[src/rtl/uart_rx.sv]
// uart_rx: oversampling UART receiver.
// Frame: start bit, 8 data bits LSB first, optional parity bit, 1 stop bit.
// Each bit spans PRESCALE clk cycles. The bit value is a 3-sample majority
// taken around the bit centre. Optional build macro UART_RX_SYNC_EN adds a
// 2-flop input synchronizer, which delays every event by 2 cycles.
module uart_rx #(
    parameter int PRESCALE = 8
) (
    input  logic       clk,
    input  logic       rst,
    input  logic       RX_IN,
    input  logic       PAR_EN,
    input  logic       PAR_TYP,
    output logic [7:0] P_DATA,
    output logic       data_valid,
    output logic       par_err,
    output logic       stp_err,
    output logic       busy
);

    localparam int CW = $clog2(PRESCALE);
    localparam int M  = PRESCALE / 2;

    localparam logic [CW-1:0] TICK_S0   = CW'(M - 1);
    localparam logic [CW-1:0] TICK_S1   = CW'(M);
    localparam logic [CW-1:0] TICK_RES  = CW'(M + 1);
    localparam logic [CW-1:0] TICK_LAST = CW'(PRESCALE - 1);

    typedef enum logic [2:0] {
        IDLE,
        START,
        DATA,
        PARITY,
        STOP
    } state_t;

    state_t          state;
    state_t          state_next;
    logic            rx_s;
    logic [CW-1:0]   edge_cnt;
    logic [2:0]      bit_cnt;
    logic [7:0]      shift_q;
    logic            s0_q;
    logic            s1_q;
    logic            par_en_q;
    logic            par_typ_q;
    logic            par_bad_q;
    logic            break_wait_q;

    logic            at_res;
    logic            at_last;
    logic            maj;
    logic            arm;
    logic            start_ok;
    logic            frame_done;

`ifdef UART_RX_SYNC_EN
    logic [1:0] sync_q;

    // Two-flop synchronizer; resets to the idle (high) line level.
    always_ff @(posedge clk) begin
        if (rst) begin
            sync_q <= 2'b11;
        end else begin
            sync_q <= {sync_q[0], RX_IN};
        end
    end

    assign rx_s = sync_q[1];
`else
    assign rx_s = RX_IN;
`endif

    assign at_res  = (edge_cnt == TICK_RES);
    assign at_last = (edge_cnt == TICK_LAST);
    // Third sample is the live line value at tick M+1.
    assign maj     = (s0_q & s1_q) | (s0_q & rx_s) | (s1_q & rx_s);

    // State register.
    always_ff @(posedge clk) begin
        if (rst) begin
            state <= IDLE;
        end else begin
            // NOTE: sequential state uses non-blocking assignments so every
            // register samples pre-edge values regardless of block order.
            state <= state_next;
        end
    end

    // Next-state logic.
    always_comb begin
        // NOTE: default assignment first so no path leaves state_next
        // unassigned, which would otherwise infer a latch.
        state_next = state;
        case (state)
            IDLE: begin
                if (!break_wait_q && !rx_s) state_next = START;
            end
            START: begin
                if (at_res && maj)   state_next = IDLE;
                else if (at_last)    state_next = DATA;
            end
            DATA: begin
                if (at_last && (bit_cnt == 3'd7)) begin
                    state_next = par_en_q ? PARITY : STOP;
                end
            end
            PARITY: begin
                if (at_last) state_next = STOP;
            end
            STOP: begin
                if (at_res) state_next = IDLE;
            end
            default: state_next = IDLE;
        endcase
    end

    // Decoded strobes and the busy output.
    always_comb begin
        busy       = (state != IDLE);
        arm        = (state == IDLE) && !break_wait_q && !rx_s;
        start_ok   = (state == START) && at_res && !maj;
        frame_done = (state == STOP) && at_res;
    end

    // Counters, bit samples, shift register, frame flags and output pulses.
    always_ff @(posedge clk) begin
        if (rst) begin
            edge_cnt     <= '0;
            bit_cnt      <= '0;
            shift_q      <= '0;
            s0_q         <= 1'b1;
            s1_q         <= 1'b1;
            par_en_q     <= 1'b0;
            par_typ_q    <= 1'b0;
            par_bad_q    <= 1'b0;
            break_wait_q <= 1'b0;
            P_DATA       <= '0;
            data_valid   <= 1'b0;
            par_err      <= 1'b0;
            stp_err      <= 1'b0;
        end else begin
            // The detecting IDLE cycle is tick 0, so START begins at tick 1.
            if (state == IDLE) begin
                edge_cnt <= arm ? CW'(1) : '0;
            end else if (at_last || (state_next != state)) begin
                edge_cnt <= '0;
            end else begin
                edge_cnt <= edge_cnt + 1'b1;
            end

            if (state != DATA) begin
                bit_cnt <= '0;
            end else if (at_last) begin
                bit_cnt <= bit_cnt + 1'b1;
            end

            if (state != IDLE) begin
                if (edge_cnt == TICK_S0) s0_q <= rx_s;
                if (edge_cnt == TICK_S1) s1_q <= rx_s;
            end

            // Frame configuration is frozen once the start bit is confirmed.
            if (start_ok) begin
                par_en_q  <= PAR_EN;
                par_typ_q <= PAR_TYP;
                par_bad_q <= 1'b0;
            end

            // Shifting right with MSB entry restores LSB-first order.
            if ((state == DATA) && at_res) begin
                shift_q <= {maj, shift_q[7:1]};
            end

            // Expected parity bit: XOR of data, inverted for odd parity.
            if ((state == PARITY) && at_res) begin
                par_bad_q <= (maj != ((^shift_q) ^ par_typ_q));
            end

            // A zero stop bit may be a line break; wait for the line to
            // return high before re-arming.
            if (frame_done && !maj) begin
                break_wait_q <= 1'b1;
            end else if ((state == IDLE) && rx_s) begin
                break_wait_q <= 1'b0;
            end

            if (frame_done) begin
                P_DATA     <= shift_q;
                par_err    <= par_bad_q;
                stp_err    <= !maj;
                data_valid <= !par_bad_q && maj;
            end else begin
                par_err    <= 1'b0;
                stp_err    <= 1'b0;
                data_valid <= 1'b0;
            end
        end
    end

endmodule

[config.mk]
export PLATFORM = sky130hd
export DESIGN_NAME = uart_rx
export DESIGN_NICKNAME = d
export VERILOG_FILES = /design/src/rtl/uart_rx.sv
export SDC_FILE = /design/constraint.sdc
export NUM_CORES = 1
export LEC_CHECK = 0
export ABC_AREA = 1
export BUFFER_PORTS_ARGS = -buffer_cell sky130_fd_sc_hd__buf_4
export CAP_MARGIN = 30
export CORE_MARGIN = 10
export CORE_UTILIZATION = 55
export DETAILED_ROUTE_END_ITERATION = 10
export HOLD_SLACK_MARGIN = 0.12
export PLACE_DENSITY_LB_ADDON = 0.3
export SETUP_SLACK_MARGIN = 0.3
export SLEW_MARGIN = 5
export SYNTH_ARGS = -nofsm -noshare
export SYNTH_HDL_FRONTEND = slang
export SYNTH_SLANG_ARGS = --single-unit
[constraint.sdc]
create_clock -name clk -period 1.83 [get_ports clk]
set_clock_uncertainty 0.1 [all_clocks]
set_input_delay 0.2745 -clock clk [delete_from_list [all_inputs] [get_ports clk]]
set_output_delay 0.2745 -clock clk [all_outputs]
set_load 0.005 [all_outputs]
# After elaboration in Yosys (flattened, before gate mapping)

Index checks and enable logic that the tools add are counted.
W data, S select, Z words.

Flip-flop bits (word level): 34

Add/subtract/negate cells: 2
Equality and inequality tests: 12
Muxes and demuxes: 15
Bitwise operators: 7
Reductions and logical operators: 27

Operator list:

| cell                  | number |
|---|---|
| $mux W3               | 9 |
| $eq A3 B3 Y1 const B  | 5 |
| $pmux W3 S5           | 1 |
| $logic_and A1 B1 Y1   | 13 |
| $eq A3 B2 Y1 const B  | 3 |
| $reduce_xor A8 Y1     | 1 |
| $add A3 B1 Y3 const B | 2 |
| $mux W1               | 5 |
| $logic_not A1 Y1      | 4 |
| $reduce_and A2 Y1     | 2 |
| $reduce_bool A2 Y1    | 2 |
| $reduce_or A2 Y1      | 2 |
| $and A1 B1 Y1         | 3 |
| $eq A3 B1 Y1 const B  | 1 |
| $logic_not A3 Y1      | 1 |
| $ne A3 B2 Y1 const B  | 1 |
| $ne A3 B3 Y1          | 1 |
| $reduce_bool A3 Y1    | 1 |
| $or A1 B1 Y1          | 2 |
| $logic_or A1 B1 Y1    | 1 |
| $ne A1 B1 Y1          | 1 |
| $not A1 Y1            | 1 |
| $xor A1 B1 Y1         | 1 |

# Depth between registers and ports, before layout

Word-level depth: 10
Gate-level depth with buffers: 12

# Worst setup path before layout

OpenSTA, ideal clock, no wires.

Path kind: register -> register
Start: register edge_cnt[0]
End: register edge_cnt[0]
Arrival: 1.409 ns
Data required time: 1.598 ns
Path slack: 0.188 ns
Cell stages (with the launch flop): 10
Path buffers: 0
Clock period less this slack: 1.642 ns
Cells stage by stage: dfxtp_1 -> ha_1 -> ha_1 -> nand3_2 -> nand2_1 -> nor2_1 -> nor2_1 -> nand3_1 -> nand4_1 -> a21oi_1

Longest elaborated chain between the ends: 8
Elaborated cells between the ends (all ways): 15

Ends and longest elaborated chain:

| item                            | RTL line | source |
|---|---|---|
| start, declared                 | 40       | `logic [CW-1:0] edge_cnt;` |
| start signal, assigned          | 145      | `edge_cnt <= arm ? CW'(1) : '0;` |
| start signal, assigned          | 149      | `edge_cnt <= edge_cnt + 1'b1;` |
| $eq A3 B3 Y1 (on tied branches) | 75, 74   |  |
| $mux W3 (tied with other cells) | 101      | `else if (at_last) state_next = DATA;` |
| $mux W3 (on tied branches)      | 100, 104 |  |
| $pmux W3 S5                     | 95       | `case (state)` |
| $ne A3 B3 Y1                    | 146      | `end else if (at_last \|\| (state_next != state)) begin` |
| $logic_or A1 B1 Y1              | 146      |  |
| $mux W3 *                       | 146      |  |
| $mux W3 *                       | 144      | `if (state == IDLE) begin` |

Mark *: on every way between the ends. The rest lies on a longest branch, timed or not.
A chain may end at the register's enable or synchronous reset.

# Worst setup path after layout

Start: register edge_cnt[0]
End: register edge_cnt[2]

Same word-level chain as after synthesis.

==> results.sh <==
export IMPL_grt_pass1_wl_um=5620
export IMPL_p_seq_frac=0.581
export IMPL_p_total_mw=1.29
export IMPL_status="finished, final reports clean"
export IMPL_rrSetupSlack_ns=0.21
export IMPL_core_rowCount=19
export IMPL_worstSetupStartpointType="register"
export IMPL_yosys_warnings=0
export IMPL_syn_avg_cell_area_um2=7.38
export IMPL_ys_top_cells_by_count="39 x nand2_1, 35 x inv_1, 34 x dfxtp_1, 25 x a21oi_1"
export IMPL_fill_cells=213
export IMPL_hold_path_class="input pin to register"
export IMPL_clkSinkCount=34
export IMPL_num_io_pins=17
export IMPL_yosysSeqAreaShare=0.419
export IMPL_antenna_found_initial=0
export IMPL_core_area_um2=2780
export IMPL_path_class="register to register"
export IMPL_first_pass_iters=4
export IMPL_portBuffers=16
export IMPL_finish_utilization=0.746
export IMPL_start_util=0.583
export IMPL_synth_area_leaders="dfxtp_1 42%, nand2_1 9.0%, inv_1 8.1%, a21oi_1 7.7%, ha_1 6.2%"
export IMPL_syn_to_final_growth_pct=27.9
export IMPL_gp_congestion=0.856
export IMPL_p_leak_nw=0.834
export IMPL_synth_ff_type="dfxtp_1"
export IMPL_p_per_area_nw_per_um2=623
export IMPL_numCtsBuffers=5
export IMPL_grt_start_max_net_pins=17
export IMPL_final_area_um2=2080
export IMPL_fmax_ghz=0.618
export IMPL_design_die_area_um2=5520
export IMPL_synthXorXnorAreaFrac=0.0370
export IMPL_synth_mux_area_frac=0
export IMPL_hpwl_um=2290
export IMPL_synth_top_family_by_area="simple AND/OR/NAND/NOR gates"
export IMPL_drc=0
export IMPL_grt_pass1_vias=1337
export IMPL_worstMarginPinSlew_ns=0.293
export IMPL_setup_tns_ns=0
export IMPL_synth_compound_area_frac=0.146
export IMPL_track_usage=0.128
export IMPL_drive_gt1_frac=0.286
export IMPL_via_count=1501
export IMPL_clk_pin_slew_worst_paths_ns=0.11
export IMPL_syn_nets=233
export IMPL_drt_iter0_markers=95
export IMPL_detail_route_wl_per_cell_um=13.1
export IMPL_hold_violations=0
export IMPL_min_period_ns=1.62
export IMPL_overflow=0
export IMPL_yosysTopAreaCell="dfxtp_1"
export IMPL_netlist_area_um2=1620
export IMPL_crit_fanout=5
export IMPL_cp_required_ns=2.02
export IMPL_htree_levels=2
export IMPL_fin_nets=264
export IMPL_die_w_um=74.3
export IMPL_p_clk_frac=0.343
export IMPL_synth_distinct_cells=25
export IMPL_ctsLongestPathBuffers=2
export IMPL_internal_power_uw=969
export IMPL_endpoint_kind="register"
export IMPL_synthCells=220
export IMPL_period_share=0.884
export IMPL_synth_seq_cells=34
export IMPL_wirelength_um=3700
export IMPL_insertedDiodeCount=0
export IMPL_via_per_inst=5.30
export IMPL_worstPathArrival_ns=1.81
export IMPL_synth_simple_gate_area_share=0.232
export IMPL_cts_tree="built"
export IMPL_setup_violations=0
export IMPL_synth_edf_count=0
export IMPL_maxSlewViolCount=0
export IMPL_synth_fa_ha_area_frac=0.0617
export IMPL_synth_top_cell_area_share=0.419
export IMPL_yosysMostFrequentCell="nand2_1"
export IMPL_dieHeight_um=74.3
export IMPL_ys_async_sr_fraction=0
export IMPL_final_antenna_net_count=0
export IMPL_clk_latency_ns=0.34
export IMPL_sw_frac_of_total=0.250
export IMPL_drv_cap=0
export IMPL_ir_worst_vdd_mv=0.642
export IMPL_rsz0062_at_grt="yes"
export IMPL_relSlewSlack=0.804
export IMPL_p_sw_uw=324
export IMPL_placed_cell_area_um2=1810
export IMPL_cts_root_buf="clkbuf_4"
export IMPL_power_frac_comb=0.076
-- placed cells by master (no fill, tap or decap), drive strengths merged --
cell	instances
nand4	4
dfxtp	34
a31oi	1
ha	8
buf	25
nand3	19
clkbuf	7
clkinv	1
nor2	19
nand2	42
xnor2	3
a21oi	26
dlygate4sd3	3
o211ai	1
inv	37
o21ai	18
xor2	3
nor3	1
-- path summary, 6_finish.rpt --
kind	from	to	depth (start not counted)
max	edge_cnt[0]	edge_cnt[2]	8
min	RX_IN	edge_cnt[0]	4
max reg2reg	edge_cnt[0]	edge_cnt[2]	8
min reg2reg	P_DATA[3]	P_DATA[3]	2
-- critical path: stages, from the launching register on --
cell     delay [ns]
dfxtp_4        0.39
ha_4           0.16
ha_4           0.16
nand3_4        0.11
nor2_4         0.11
nor2_2         0.06
a21oi_2        0.18
nand4_1        0.15
nor2_1         0.12
-- registers in the layout (all words and copies together) (netlist names), 3 cells and up --
signal,count
P_DATA,8
shift_q,8
bit_cnt,3
edge_cnt,3
state,3
-- layout make-up --
class / instances / area (µm²) / share of cell area
clock inverter: 1 / 5.00 / 0.00241
tap: 31 / 38.8 / 0.0187
sequential: 34 / 697 / 0.336
multi-input combinational: 145 / 920 / 0.443
timing repair buffer: 28 / 219 / 0.105
clock buffer: 7 / 55.1 / 0.0265
inverter: 37 / 141 / 0.0681
-- cell families after synthesis --
family | count (synthesis)
and+or+nand+nor | 85
DFF | 34
buffers and inverters | 41
AOI/OAI and AO/OA | 46
adders and majority gates | 8
xor gates and xnor gates | 6
-- power by group through the flow --
| stage | logic (mW) | clock network [mW] | registers, mW |
|---|---|---|---|
| after floorplan | 0.0466 | 0 | 0.767 |
| after global placement | 0.0676 | 0 | 0.768 |
| after detailed placement | 0.0689 | 0 | 0.769 |
| after CTS | 0.0780 | 0.452 | 0.752 |
| after global routing | 0.108 | 0.483 | 0.752 |
| final | 0.0978 | 0.444 | 0.751 |
-- through the flow --
stage / hold WS (ns) / cells / setup slack, ns
after floorplan: 0.322 / 220 / 0.311
after global placement: 0.332 / 265 / 0.215
after detailed placement: 0.334 / 265 / 0.160
after CTS: 0.148 / 279 / 0.262
after global routing: 0.166 / 283 / 0.114
final: 0.175 / 283 / 0.213
-- layer usage --
metal  part of all wire  global-route usage
met1               0.41               0.142
met4              0.037              0.0711
met3              0.050              0.0399
met2               0.50               0.214
met5                  0                   0
-- what timing repair did --
action / in CTS / in global routing
hold endpoints to repair: 10 / 0
endpoints found under the setup margin: 13 / 24
gates resized for setup: 12 / 34
buffers inserted: 3 / 3
hold buffers: 3 / 0
cloned: 0 / 1
pin swaps: 4 / 11
Note: power is estimated with default switching activity, not from simulation.
